`config.mk`:
```
export PLATFORM = sky130hd
export DESIGN_NAME = mips_mem_access_unit
export DESIGN_NICKNAME = d
export VERILOG_FILES = /design/src/rtl/mips_mem_access_unit.sv
export SDC_FILE = /design/constraint.sdc
export NUM_CORES = 1
export LEC_CHECK = 0
export CORE_ASPECT_RATIO = 0.7
export CORE_UTILIZATION = 30
export DETAILED_ROUTE_END_ITERATION = 6
export SYNTH_ARGS = -nofsm -noshare
export SYNTH_HDL_FRONTEND = slang
export SYNTH_SLANG_ARGS = --single-unit
```
`constraint.sdc`:
```
create_clock -name clk -period 2.05 [get_ports clk]
set_clock_uncertainty 0.1 [all_clocks]
set_input_delay 0.5125 -clock clk [delete_from_list [all_inputs] [get_ports clk]]
set_output_delay 0.5125 -clock clk [all_outputs]
set_load 0.02 [all_outputs]
```
`src/rtl/mips_mem_access_unit.sv`:
```
// Load/store bridge between the multicycle MIPS datapath and an Avalon-MM master port.
// Build option MIPS_MEM_ALIGN_CHECK_EN: misaligned requests return an error instead of rounding the lane offset down.
module mips_mem_access_unit #(
  parameter int unsigned DATA_W     = 32,
  parameter int unsigned ADDR_W     = 32,
  parameter int unsigned WAIT_LIMIT = 0
) (
  input  logic                clk,
  input  logic                rst,
  input  logic                req_valid,
  output logic                req_ready,
  input  logic                req_write,
  input  logic [1:0]          req_size,
  input  logic                req_signed,
  input  logic [ADDR_W-1:0]   req_addr,
  input  logic [DATA_W-1:0]   req_wdata,
  output logic                resp_valid,
  output logic [DATA_W-1:0]   resp_rdata,
  output logic                resp_err,
  output logic [ADDR_W-1:0]   address,
  output logic                read,
  output logic                write,
  input  logic                waitrequest,
  output logic [DATA_W-1:0]   writedata,
  output logic [DATA_W/8-1:0] byteenable,
  input  logic [DATA_W-1:0]   readdata
);

  localparam int unsigned BYTES = DATA_W / 8;
  localparam int unsigned OFS_W = $clog2(BYTES);
  localparam int unsigned CNT_W = (WAIT_LIMIT > 1) ? $clog2(WAIT_LIMIT) : 1;

  typedef enum logic [1:0] {IDLE, ACCESS, RESP} state_t;

  state_t            state_q, state_d;
  logic [OFS_W-1:0]  off_raw, off_eff, nb_mask;
  logic [BYTES-1:0]  lane_en;
  logic [DATA_W-1:0] lane_bits, wdata_sh;
  logic              size_ok, req_ok;

  logic              write_q, signed_q;
  logic [1:0]        size_q;
  logic [OFS_W-1:0]  off_q;
  logic [DATA_W-1:0] rd_sh, load_ext;
  logic              sign_bit;

  logic [CNT_W-1:0]  wait_cnt, cnt_d;
  logic              read_d, write_d, rv_d, resp_ld, err_d, accept, timeout;
  logic [DATA_W-1:0] rdata_d;

  assign req_ready = rst && (state_q == IDLE);

  // Request decode: lane coverage, effective offset and validity.
  always_comb begin
    off_raw = req_addr[OFS_W-1:0];
    size_ok = (32'(req_size) <= OFS_W);
    for (int unsigned i = 0; i < OFS_W; i++) nb_mask[i] = (i < 32'(req_size));
    for (int unsigned i = 0; i < BYTES; i++) begin
      lane_en[i]          = (i < (32'd1 << req_size));
      lane_bits[8*i +: 8] = {8{lane_en[i]}};
    end
`ifdef MIPS_MEM_ALIGN_CHECK_EN
    off_eff = off_raw;
    req_ok  = size_ok && ((off_raw & nb_mask) == '0);
`else
    off_eff = off_raw & ~nb_mask;
    req_ok  = size_ok;
`endif
    wdata_sh = (req_wdata & lane_bits) << {off_eff, 3'b000};
  end

  // Load path: bring the addressed lanes down to bit 0 and extend.
  always_comb begin
    rd_sh    = readdata >> {off_q, 3'b000};
    sign_bit = 1'b0;
    for (int unsigned i = 0; i < BYTES; i++) begin
      if ((32'd1 << size_q) == i + 1) sign_bit = rd_sh[8*i+7];
    end
    for (int unsigned i = 0; i < BYTES; i++) begin
      load_ext[8*i +: 8] = (i < (32'd1 << size_q)) ? rd_sh[8*i +: 8] : {8{sign_bit & signed_q}};
    end
  end

  assign timeout = waitrequest && (WAIT_LIMIT != 0) && (32'(wait_cnt) == WAIT_LIMIT - 1);

  always_comb begin
    state_d = state_q;
    read_d  = 1'b0;
    write_d = 1'b0;
    rv_d    = 1'b0;
    resp_ld = 1'b0;
    err_d   = 1'b0;
    rdata_d = '0;
    cnt_d   = wait_cnt;
    accept  = 1'b0;
    case (state_q)
      IDLE: begin
        if (req_valid) begin
          accept = 1'b1;
          cnt_d  = '0;
          if (req_ok) begin
            state_d = ACCESS;
            read_d  = !req_write;
            write_d = req_write;
          end else begin
            state_d = RESP;
            rv_d    = 1'b1;
            resp_ld = 1'b1;
            err_d   = 1'b1;
          end
        end
      end
      ACCESS: begin
        read_d  = read;
        write_d = write;
        if (!waitrequest) begin
          state_d = RESP;
          read_d  = 1'b0;
          write_d = 1'b0;
          rv_d    = 1'b1;
          resp_ld = 1'b1;
          rdata_d = write_q ? '0 : load_ext;
        end else if (timeout) begin
          state_d = RESP;
          read_d  = 1'b0;
          write_d = 1'b0;
          rv_d    = 1'b1;
          resp_ld = 1'b1;
          err_d   = 1'b1;
        end else begin
          cnt_d = wait_cnt + CNT_W'(1);
        end
      end
      RESP:    state_d = IDLE;
      default: state_d = IDLE;
    endcase
  end

  always_ff @(posedge clk) begin
    if (!rst) state_q <= IDLE;
    else      state_q <= state_d;
  end

  // Bus strobes, captured request fields and response registers.
  always_ff @(posedge clk) begin
    if (!rst) begin
      address    <= '0;
      read       <= 1'b0;
      write      <= 1'b0;
      writedata  <= '0;
      byteenable <= '0;
      resp_valid <= 1'b0;
      resp_rdata <= '0;
      resp_err   <= 1'b0;
      wait_cnt   <= '0;
      write_q    <= 1'b0;
      signed_q   <= 1'b0;
      size_q     <= '0;
      off_q      <= '0;
    end else begin
      read       <= read_d;
      write      <= write_d;
      resp_valid <= rv_d;
      wait_cnt   <= cnt_d;
      if (accept) begin
        address    <= {req_addr[ADDR_W-1:OFS_W], {OFS_W{1'b0}}};
        byteenable <= lane_en << off_eff;
        writedata  <= wdata_sh;
        write_q    <= req_write;
        signed_q   <= req_signed;
        size_q     <= req_size;
        off_q      <= off_eff;
      end
      if (resp_ld) begin
        resp_err   <= err_d;
        resp_rdata <= rdata_d;
      end
    end
  end

endmodule

```
==> impl_metrics.env, run 1 <==
export IMPL_drt_drc_violations_left=0
export IMPL_fin_crit_ns=2.009
export IMPL_finalPower_uw=5098
export IMPL_dp_cells=908
export IMPL_rsz0062_at_grt="yes"
export IMPL_grt_pass1_vias=4524
export IMPL_cts_buffers=9
export IMPL_slew_headroom_pct=65.54
export IMPL_synthToLayoutAreaGrowth_pct=58.44
export IMPL_layout_filler_cells=1405
export IMPL_slowest_stage="mux4_2"
export IMPL_synth_area_leaders="dfxtp_1, nand2_1, a21boi_0, nor2b_1, mux2i_1"
export IMPL_yosysSeqAreaShare_pct=46.68
export IMPL_met3_usage_pct=6.589
export IMPL_synth_top_family_by_area="compound AO/OA/AOI/OAI gates"
export IMPL_finalCritPeriodShare_pct=98.01
export IMPL_grt_busiest_layer="met2"
export IMPL_tightest_slew_ns=0.5150
export IMPL_clockBufferDepth=2
export IMPL_vias=4560
export IMPL_arrival_ns=2.14
export IMPL_fin_tns_setup_ns=0
export IMPL_slew_viol_final=0
export IMPL_drtPass1Iterations=4
export IMPL_synth_xor_area_share_pct=0
export IMPL_synth_seq_cells=110
export IMPL_synth_area_mm2=0.004717
export IMPL_grt_antenna_before_repair=0
export IMPL_synth_edf_count=0
export IMPL_cp_max_fo=8
export IMPL_synth_main_ff_cell="dfxtp_1"
export IMPL_ios=209
export IMPL_synth_mux_area_share_pct=5.995
export IMPL_via_per_inst=4.935
export IMPL_tritoncts="done"
export IMPL_setup_viol_count_final=0
export IMPL_max_clock_freq_mhz=497.7
export IMPL_clkTransAtPathRegs_ns=0.07
export IMPL_die_area_mm2=0.01624
export IMPL_core_area_mm2=0.01500
export IMPL_slowest_delay_ns=0.51
export IMPL_required_ns=2.19
export IMPL_grt_use_met1_pct=26.59
export IMPL_die_y_um=106.9
export IMPL_p_sw_uw=1452
export IMPL_async_reset_ff_share_pct=0
export IMPL_clk_latency_ns=0.35
export IMPL_post_cts_buffers=0
export IMPL_hold_viol=0
export IMPL_gp_congestion=0.8252
export IMPL_synth_fa_ha_area_share_pct=0
export IMPL_routedWlPerCell_um=17.13
export IMPL_ys_warn_count=0
export IMPL_clkPwrFrac_pct=32.6
export IMPL_dp_final_hpwl_um=11970
export IMPL_rows=37
export IMPL_use_met2_pct=27.99
export IMPL_final_seq_area_mm2=0.002202
export IMPL_worstSetupStartpointType="input port"
export IMPL_end_kind="flip-flop"
export IMPL_initial_core_util_pct=31.45
export IMPL_syn_inst=506
export IMPL_power_frac_seq_pct=45.5
export IMPL_io_buffers=206
export IMPL_status="finished clean"
export IMPL_yosysTopAreaCell="dfxtp_1"
export IMPL_critPathKind="in2reg"
export IMPL_ir_drop_mv=0.3291
export IMPL_wl_um=15830
export IMPL_cts_sinks=110
export IMPL_grt_overflow_total=0
export IMPL_power_frac_comb_pct=22.0
export IMPL_detail_route_antenna_nets=0
export IMPL_pwr_density_cell_mw_per_mm2=682.2
export IMPL_hold_class="reg2reg"
export IMPL_crit_chain="clkdlybuf4s50_1 -> mux4_2 -> nor2_2 -> nor4_4 -> buf_4 -> a221o_1"
export IMPL_fin_nets=828
export IMPL_final_layout_size_suffix_gt1_share_pct=11.66
export IMPL_final_util_pct=49.82
export IMPL_fin_cells=924
export IMPL_synth_compound_area_share_pct=23.61
export IMPL_diodes=0
export IMPL_initialDrtViolationCount=313
export IMPL_ctsRootBufferMaster="clkbuf_16"
export IMPL_synthSimpleGateAreaFrac_pct=19.02
export IMPL_maxCapViolCount=0
export IMPL_h_tree_depth=3
export IMPL_netlist_area_leader_share_pct=46.68
export IMPL_leakage_uw=0.002774
export IMPL_track_usage_pct=19.21
export IMPL_multi_input_area_mm2=0.002349
export IMPL_die_w_um=151.9
export IMPL_grt_start_max_net_pins=54
export IMPL_swShare_pct=28.49
export IMPL_synth_distinct_cells=42
export IMPL_power_internal_uw=3646
export IMPL_syn_area_per_cell_um2=9.322
export IMPL_whs_ns=0.3636
export IMPL_grt_pass1_wl_um=24430
worst paths after layout:
check	from	end	slack (ns)	cells after the start
hold reg to reg	address[21]$_SDFFE_PN0P_	address[21]$_SDFFE_PN0P_	0.36	2
hold / removal	address[21]$_SDFFE_PN0P_	address[21]$_SDFFE_PN0P_	0.36	2
setup / recovery	readdata[31]	resp_rdata[18]$_SDFFE_PN0P_	0.04	6
setup reg to reg	state_q[0]$_SDFFE_PN0P_	resp_rdata[18]$_SDFFE_PN0P_	0.19	4
what timing repair did:
item | CTS | global route
pin swaps | 0 | 1
hold buffers | 0 | 0
setup endpoints to repair | 1 | 24
resized for setup | 1 | 11
registers in the layout, indices dropped and copies added (netlist names):
signal / count
read: 1
write: 1
resp_rdata: 32
off_q: 2
state_q: 2
write_q: 1
resp_err: 1
writedata: 32
resp_valid: 1
signed_q: 1
size_q: 2
byteenable: 4
address: 30
per-layer routing:
| layer | wire length, um | part of all wire [%] |
|---|---|---|
| met5 | 0 | 0 |
| met4 | 222 | 1.4 |
| met3 | 1244 | 7.9 |
| met2 | 6771 | 43 |
| met1 | 7591 | 48 |
cell type report:
cell class | instances | share of cell area [%]
clock buffers | 9 | 3.014
clock inverters | 7 | 0.6697
inverters | 3 | 0.1507
multi-input cells | 353 | 31.42
flip-flops and latches | 110 | 29.47
well taps | 195 | 3.265
repair buffers | 247 | 32.01
worst max-delay path: cells and delay by family:
family          cells  cell delay (ns)
simple gates        2             0.21
mux                 1             0.51
compound gates      1             0.29
buf+inv             2             0.62
cells by family (layout without fill, tap and decap cells):
kind of cell | after synthesis | after routing
AND/OR/NAND/NOR | 174 | 174
AO/OA/AOI/OAI | 151 | 151
flip-flops | 110 | 110
buffers and inverters | 44 | 266
multiplexers | 26 | 26
other | 1 | 2
layout by cell type, fill, tap and decap left out, drive strengths merged, types with 17 or more instances in the layout:
cell and n:
a21boi 36, a21oi 17, and3 17, buf 42, clkdlybuf4s50 204, dfxtp 110, mux2i 17, nand2 83
nor2b 37, o21ai 28
power groups by stage:
stage / sequential [uW] / clock [uW] / combinational [uW]
2_1_floorplan: 2470 / 0 / 404
3_3_place_gp: 2360 / 0 / 1100
3_5_place_dp: 2360 / 0 / 1110
4_1_cts: 2320 / 1700 / 1110
5_1_grt: 2330 / 1780 / 1200
6_report: 2320 / 1660 / 1120
per-stage QoR:
step	cell area (um^2)	setup slack [ns]
floorplan	4721	0.1750
global placement	7157	-0.2928
detailed placement	7157	-0.3382
CTS	7431	0.01532
global route	7473	-0.01025
finish	7473	0.04072
Yosys cell counts (3+ instances only):
master and n:
o21ai_0 27, a22oi_1 16, a22o_1 8, buf_2 9
a21boi_0 36, mux2_2 8, a221o_1 16, nand2b_1 4
nor3b_1 4, buf_4 7, nor2_1 14, a21oi_1 17
nand2_1 83, mux2i_1 17, and3_1 17, inv_1 3
a221oi_1 16, nor2b_1 37, clkbuf_1 23, dfxtp_1 110
o2bb2ai_1 7, nand3b_1 3
Power figures use the tool's default switching activity.
==> run 2, diff against run 1 <==
Settings changed: ABC_AREA from default to 1, TNS_END_PERCENT from default to 10.
==> run 2 against run 1 <==
Effect of this change: global-route usage grew 0.20 points; sequential share of layout area rose by 0.18 points; synthesized cell count is 36% higher; fmax increased by 1.1%; final cell count grew 18%.
==> impl_metrics.env, run 2 <==
export IMPL_routedWlPerCell_um=14.71
export IMPL_grt_pass1_vias=4622
export IMPL_fin_nets=993
export IMPL_mostFrequentLayoutCell="nand2_1"
export IMPL_worstPathBufferInverterCount=1
export IMPL_dp_final_hpwl_um=11720
export IMPL_post_cts_buffers=0
export IMPL_io_buffers=206
export IMPL_yosysSeqAreaShare_pct=45.09
export IMPL_slowest_stage="clkdlybuf4s50_1"
export IMPL_clkTransAtPathRegs_ns=0.07
export IMPL_synthToLayoutAreaGrowth_pct=52.09
export IMPL_place_area_mm2=0.007164
export IMPL_fin_crit_ns=1.988
export IMPL_synth_main_ff_cell="dfxtp_1"
export IMPL_final_layout_size_suffix_gt1_share_pct=7.942
export IMPL_pwr_density_cell_mw_per_mm2=707.3
export IMPL_max_clock_freq_mhz=503.1
export IMPL_vias=5105
export IMPL_tritoncts="done"
export IMPL_hold_class="reg2reg"
export IMPL_cp_max_fo=2
export IMPL_cts_sinks=110
export IMPL_track_usage_pct=19.40
export IMPL_ys_warn_count=0
export IMPL_gp_congestion=0.8362
export IMPL_rsz0062_at_grt="no"
export IMPL_initialDrtViolationCount=403
export IMPL_ctsRootBufferMaster="clkbuf_16"
export IMPL_slew_viol_final=0
export IMPL_via_per_inst=4.666
export IMPL_ir_drop_mv=0.4047
export IMPL_yosysTopAreaCell="dfxtp_1"
export IMPL_mostFrequentLayoutCells="nand2_1, clkdlybuf4s50_1, dfxtp_1"
export IMPL_rows=38
export IMPL_detail_route_antenna_nets=0
export IMPL_synth_distinct_cells=32
export IMPL_grt_overflow_total=0
export IMPL_die_w_um=154.5
export IMPL_drtPass1Iterations=5
export IMPL_wl_um=16090
export IMPL_reg2reg_depth=9
export IMPL_leakage_uw=0.003053
export IMPL_slowest_delay_ns=0.63
export IMPL_ios=209
export IMPL_async_reset_ff_share_pct=0
export IMPL_dp_cells=1078
export IMPL_grt_start_max_net_pins=56
export IMPL_design_area_mm2=0.007427
export IMPL_top_regs="resp_rdata: 32 flops, writedata: 32 flops, address: 30 flops"
export IMPL_critPathKind="reg2out"
export IMPL_h_tree_depth=3
export IMPL_grt_antenna_before_repair=0
export IMPL_initial_core_util_pct=31.12
export IMPL_die_area_mm2=0.01680
export IMPL_crit_chain="clkdlybuf4s50_1"
export IMPL_finalCritPeriodShare_pct=96.96
export IMPL_drt_drc_violations_left=0
export IMPL_cts_buffers=9
export IMPL_core_area_mm2=0.01569
export IMPL_setup_viol_count_final=0
export IMPL_netlist_area_leader_share_pct=45.09
export IMPL_required_ns=1.44
export IMPL_yosysMostFrequentCell="nand2_1"
export IMPL_status="finished clean"
export IMPL_min_delay_path_depth=2
export IMPL_synth_area_mm2=0.004883
export IMPL_cp_num_cells=1
export IMPL_grt_pass1_wl_um=25370
export IMPL_clockBufferDepth=2
export IMPL_worstSetupStartpointType="flip-flop"
export IMPL_clk_latency_ns=0.34
export IMPL_synth_area_leaders="dfxtp_1, nand2_1, nor2_1, o21ai_0, a21oi_1"
export IMPL_end_kind="primary output"
export IMPL_syn_area_per_cell_um2=7.077
export IMPL_postLayoutSetupSlackWorst_ns=0.06233
export IMPL_die_y_um=108.7
export IMPL_fin_cells=1094
export IMPL_synth_common_cells="nand2_1, dfxtp_1, nor2_1"
export IMPL_synth_seq_cells=110
export IMPL_slew_headroom_pct=60.83
export IMPL_hold_viol=0
export IMPL_synth_edf_count=0
export IMPL_syn_inst=690
export IMPL_diodes=0
export IMPL_arrival_ns=1.38
export IMPL_layout_filler_cells=1651
export IMPL_maxCapViolCount=0
export IMPL_path_delay_family="buffers and inverters"
export IMPL_place_ws_ns=-0.4858
export IMPL_tightest_slew_ns=0.5876
[run 2: layout make-up]
type	count	area (um^2)	share of cell area (%)
clock buffers	11	232.7	3.133
clock inverters	5	36.28	0.4885
inverters	17	71.32	0.9602
multi-input cells	517	2318	31.22
flip-flops and latches	110	2202	29.65
well taps	200	250.2	3.369
repair buffers	234	2316	31.18
[run 2: metal layers]
metal | up-vias | wire, um | part of all wire [%] | global-route usage [%]
li1 | 2631 | - | - | -
met1 | 2238 | 8081 | 50 | 28.31
met2 | 219 | 6165 | 38 | 26.54
met3 | 17 | 1646 | 10 | 7.234
met4 | 0 | 199 | 1.2 | 4.385
met5 | - | 0 | 0 | 0
[run 2: logic make-up (layout without fill, tap and decap cells)]
family	Yosys count	in the layout	synth area share, %
flops	110	110	45.09
other cells	1	2	0.07679
simple gates	385	385	33.18
compound gates	130	130	14.14
buf+inv	64	267	7.507
[run 2: worst paths after layout]
path,from,endpoint,slack (ns)
hold reg to reg,resp_rdata[17]$_SDFFE_PN0P_,resp_rdata[17]$_SDFFE_PN0P_,0.35
setup reg to reg,off_q[0]$_SDFFE_PN0P_,resp_rdata[10]$_SDFFE_PN0P_,0.35
hold / removal,resp_rdata[17]$_SDFFE_PN0P_,resp_rdata[17]$_SDFFE_PN0P_,0.35
setup / recovery,resp_rdata[30]$_SDFFE_PN0P_,resp_rdata[30],0.06
[run 2: timing repair]
| action | CTS | global route |
|---|---|---|
| resized for setup | 5 | 0 |
| hold buffers | 0 | 0 |
| endpoints found under the setup margin | 1 | 0 |
[run 2: worst register-to-register path, cell delays in order (launching register included)]
cell and delay (ns):
dfxtp_1 0.47, inv_6 0.17, nand2_1 0.12, nand3_1 0.08
nand2_1 0.11, nand2_1 0.09, nand2_1 0.07, nand2_1 0.19
nand3_1 0.15, nand2_1 0.05
[run 2: per-stage QoR]
step	power (uW)	utilization (%)	setup TNS [ns]	hold slack (ns)
after global routing	5534	47.34	0	0.3693
after global placement	3677	45.66	-7.285	0.3410
after floorplan	3069	-	0	0.3476
final	5253	47.34	0	0.3535
after CTS	5326	47.34	0	0.3569
after detailed placement	3676	45.66	-7.674	0.3432
[run 2: power breakdown]
part	leakage [uW]	total, uW	switching, uW	internal [uW]
logic	0.00203	1290	700	585
clock network	0.000122	1630	802	827
registers	0.000900	2340	70.8	2270
==> run 3, diff against run 2 <==
Settings changed: CORE_MARGIN from default to 3, CORE_UTILIZATION 30 to 43, CTS_CLUSTER_DIAMETER from default to 30, PLACE_DENSITY from default to 0.81.
==> run 3 against run 2 <==
Effect of this change: register-to-register slack is essentially flat; worst setup slack gained 0.025 ns; clock-buffer cell count shrank 1; cell area shrank 0.57%; core utilization grew 22 points; fmax grew 1.3%; critical path type unchanged; largest power group unchanged; die area shrank 24%.
==> impl_metrics.env, run 3 (synthesized netlist as in run 2, its figures left out) <==
export IMPL_path_delay_family="buffers and inverters"
export IMPL_ctsRootBufferMaster="clkbuf_16"
export IMPL_slew_viol_final=0
export IMPL_clockBufferDepth=2
export IMPL_hold_class="reg2reg"
export IMPL_timing_rr_start="off_q[1]$_SDFFE_PN0P_"
export IMPL_cts_buffers=9
export IMPL_worstSetupStartpointType="flip-flop"
export IMPL_grt_pass1_wl_um=26190
export IMPL_cts_hold_buffers=0
export IMPL_design_area_mm2=0.007385
export IMPL_dp_final_hpwl_um=12350
export IMPL_grt_pass1_vias=5117
export IMPL_cts_sinks=110
export IMPL_drtPass1Iterations=5
export IMPL_track_usage_pct=25.76
export IMPL_synthToLayoutAreaGrowth_pct=51.22
export IMPL_initial_core_util_pct=45.62
export IMPL_status="finished clean"
export IMPL_rows=31
export IMPL_cp_max_fo=2
export IMPL_die_w_um=133.4
export IMPL_min_from="resp_rdata[17]$_SDFFE_PN0P_"
export IMPL_pwr_density_cell_mw_per_mm2=737.2
export IMPL_min_delay_path_depth=2
export IMPL_die_area_mm2=0.01269
export IMPL_whs_endpoint="resp_rdata[17]$_SDFFE_PN0P_"
export IMPL_reg2reg_depth=8
export IMPL_die_y_um=95.16
export IMPL_max_clock_freq_mhz=509.4
export IMPL_fin_nets=990
export IMPL_ios=209
export IMPL_clk_latency_ns=0.35
export IMPL_final_layout_size_suffix_gt1_share_pct=8.081
export IMPL_mostFrequentLayoutCell="nand2_1"
export IMPL_mostFrequentLayoutCells="nand2_1, clkdlybuf4s50_1, dfxtp_1"
export IMPL_rr_endpoint="resp_rdata[14]$_SDFFE_PN0P_"
export IMPL_post_cts_buffers=0
export IMPL_rsz0062_at_grt="no"
export IMPL_grt_overflow_total=0
export IMPL_grt_start_max_net_pins=51
export IMPL_fin_crit_ns=1.963
export IMPL_slowest_delay_ns=0.64
export IMPL_maxCapViolCount=0
export IMPL_ir_drop_mv=0.5010
export IMPL_tightest_slew_ns=0.5603
export IMPL_r2r_slack_ns=0.36
export IMPL_diodes=0
export IMPL_finalCritPeriodShare_pct=95.75
export IMPL_vias=5358
export IMPL_h_tree_depth=3
export IMPL_initialDrtViolationCount=398
export IMPL_end_kind="primary output"
export IMPL_gp_congestion=0.8683
export IMPL_routedWlPerCell_um=15.89
export IMPL_io_buffers=206
export IMPL_crit_chain="clkdlybuf4s50_1"
export IMPL_setup_viol_count_final=0
export IMPL_arrival_ns=1.35
export IMPL_worstPathBufferInverterCount=1
export IMPL_fin_tns_setup_ns=0
export IMPL_critPathKind="reg2out"
export IMPL_core_area_mm2=0.01071
export IMPL_place_area_mm2=0.007077
export IMPL_slowest_stage="clkdlybuf4s50_1"
export IMPL_via_per_inst=5.157
export IMPL_required_ns=1.44
export IMPL_drt_drc_violations_left=0
export IMPL_top_regs="resp_rdata: 32 flops, writedata: 32 flops, address: 30 flops"
export IMPL_detail_route_antenna_nets=0
export IMPL_grt_antenna_before_repair=0
export IMPL_clkTransAtPathRegs_ns=0.07
export IMPL_wl_um=16510
export IMPL_slew_headroom_pct=62.64
export IMPL_leakage_uw=0.003066
export IMPL_tritoncts="done"
export IMPL_hold_viol=0
[run 3: worst reg2reg max path, cell delays in order, from the launching register on]
cell and delay (ns):
dfxtp_1 0.55, inv_1 0.19, nand3_1 0.12, nand2_1 0.07, nand2_1 0.09, nand2_1 0.06
nand2_1 0.22, nand3_1 0.15, nand2_1 0.08
[run 3: final cells by class]
class	count	area, um^2
Fill cell	918	3321
Timing Repair Buffer	231	2297
Clock inverter	6	68.82
Sequential cell	110	2202
Inverter	17	71.32
Clock buffer	10	239.0
Tap cell	148	185.2
Multi-Input combinational cell	517	2321
[run 3: power by group]
group | total, uW | switching [uW] | internal (uW)
Sequential | 2350 | 80.3 | 2270
Clock | 1810 | 823 | 991
Combinational | 1280 | 704 | 579
[run 3: through the flow]
step	worst slack, ns	util [%]	total power (uW)	hold slack, ns	std cells
3_3_place_gp	-0.5053	66.11	3640	0.3406	1023
5_1_grt	0.03040	68.98	5680	0.3676	1039
4_1_cts	0.01422	68.96	5478	0.3535	1039
2_1_floorplan	0.2480	-	3069	0.3476	691
6_report	0.08704	68.98	5444	0.3502	1039
3_5_place_dp	-0.4786	66.11	3670	0.3389	1023
[run 3: per-layer routing]
metal | GRT usage (%) | vias up | routed length [um]
met5 | 0 | - | 0
met4 | 5.394 | 0 | 150
met3 | 10.60 | 11 | 2037
met2 | 42.61 | 271 | 7579
met1 | 32.01 | 2455 | 6741
li1 | - | 2621 | -
[run 3: how the worst max path moves through the flow]
stage | cells after the start | start | end | slack [ns]
6_report | 1 | address[19]$_SDFFE_PN0P_ | address[19] | 0.09
5_1_grt | 1 | writedata[9]$_SDFFE_PN0P_ | writedata[9] | 0.03
4_1_cts | 4 | rst | req_ready | 0.01
3_5_place_dp | 4 | rst | req_ready | -0.48
3_3_place_gp | 4 | rst | req_ready | -0.51
2_1_floorplan | 3 | rst | req_ready | 0.25
[run 3: repair_timing]
item / 4_1_cts / 5_1_grt
resized for setup: 5 / 2
hold endpoints to repair: 0 / 0
pin swaps: 1 / 0
endpoints found under the setup margin: 1 / 1
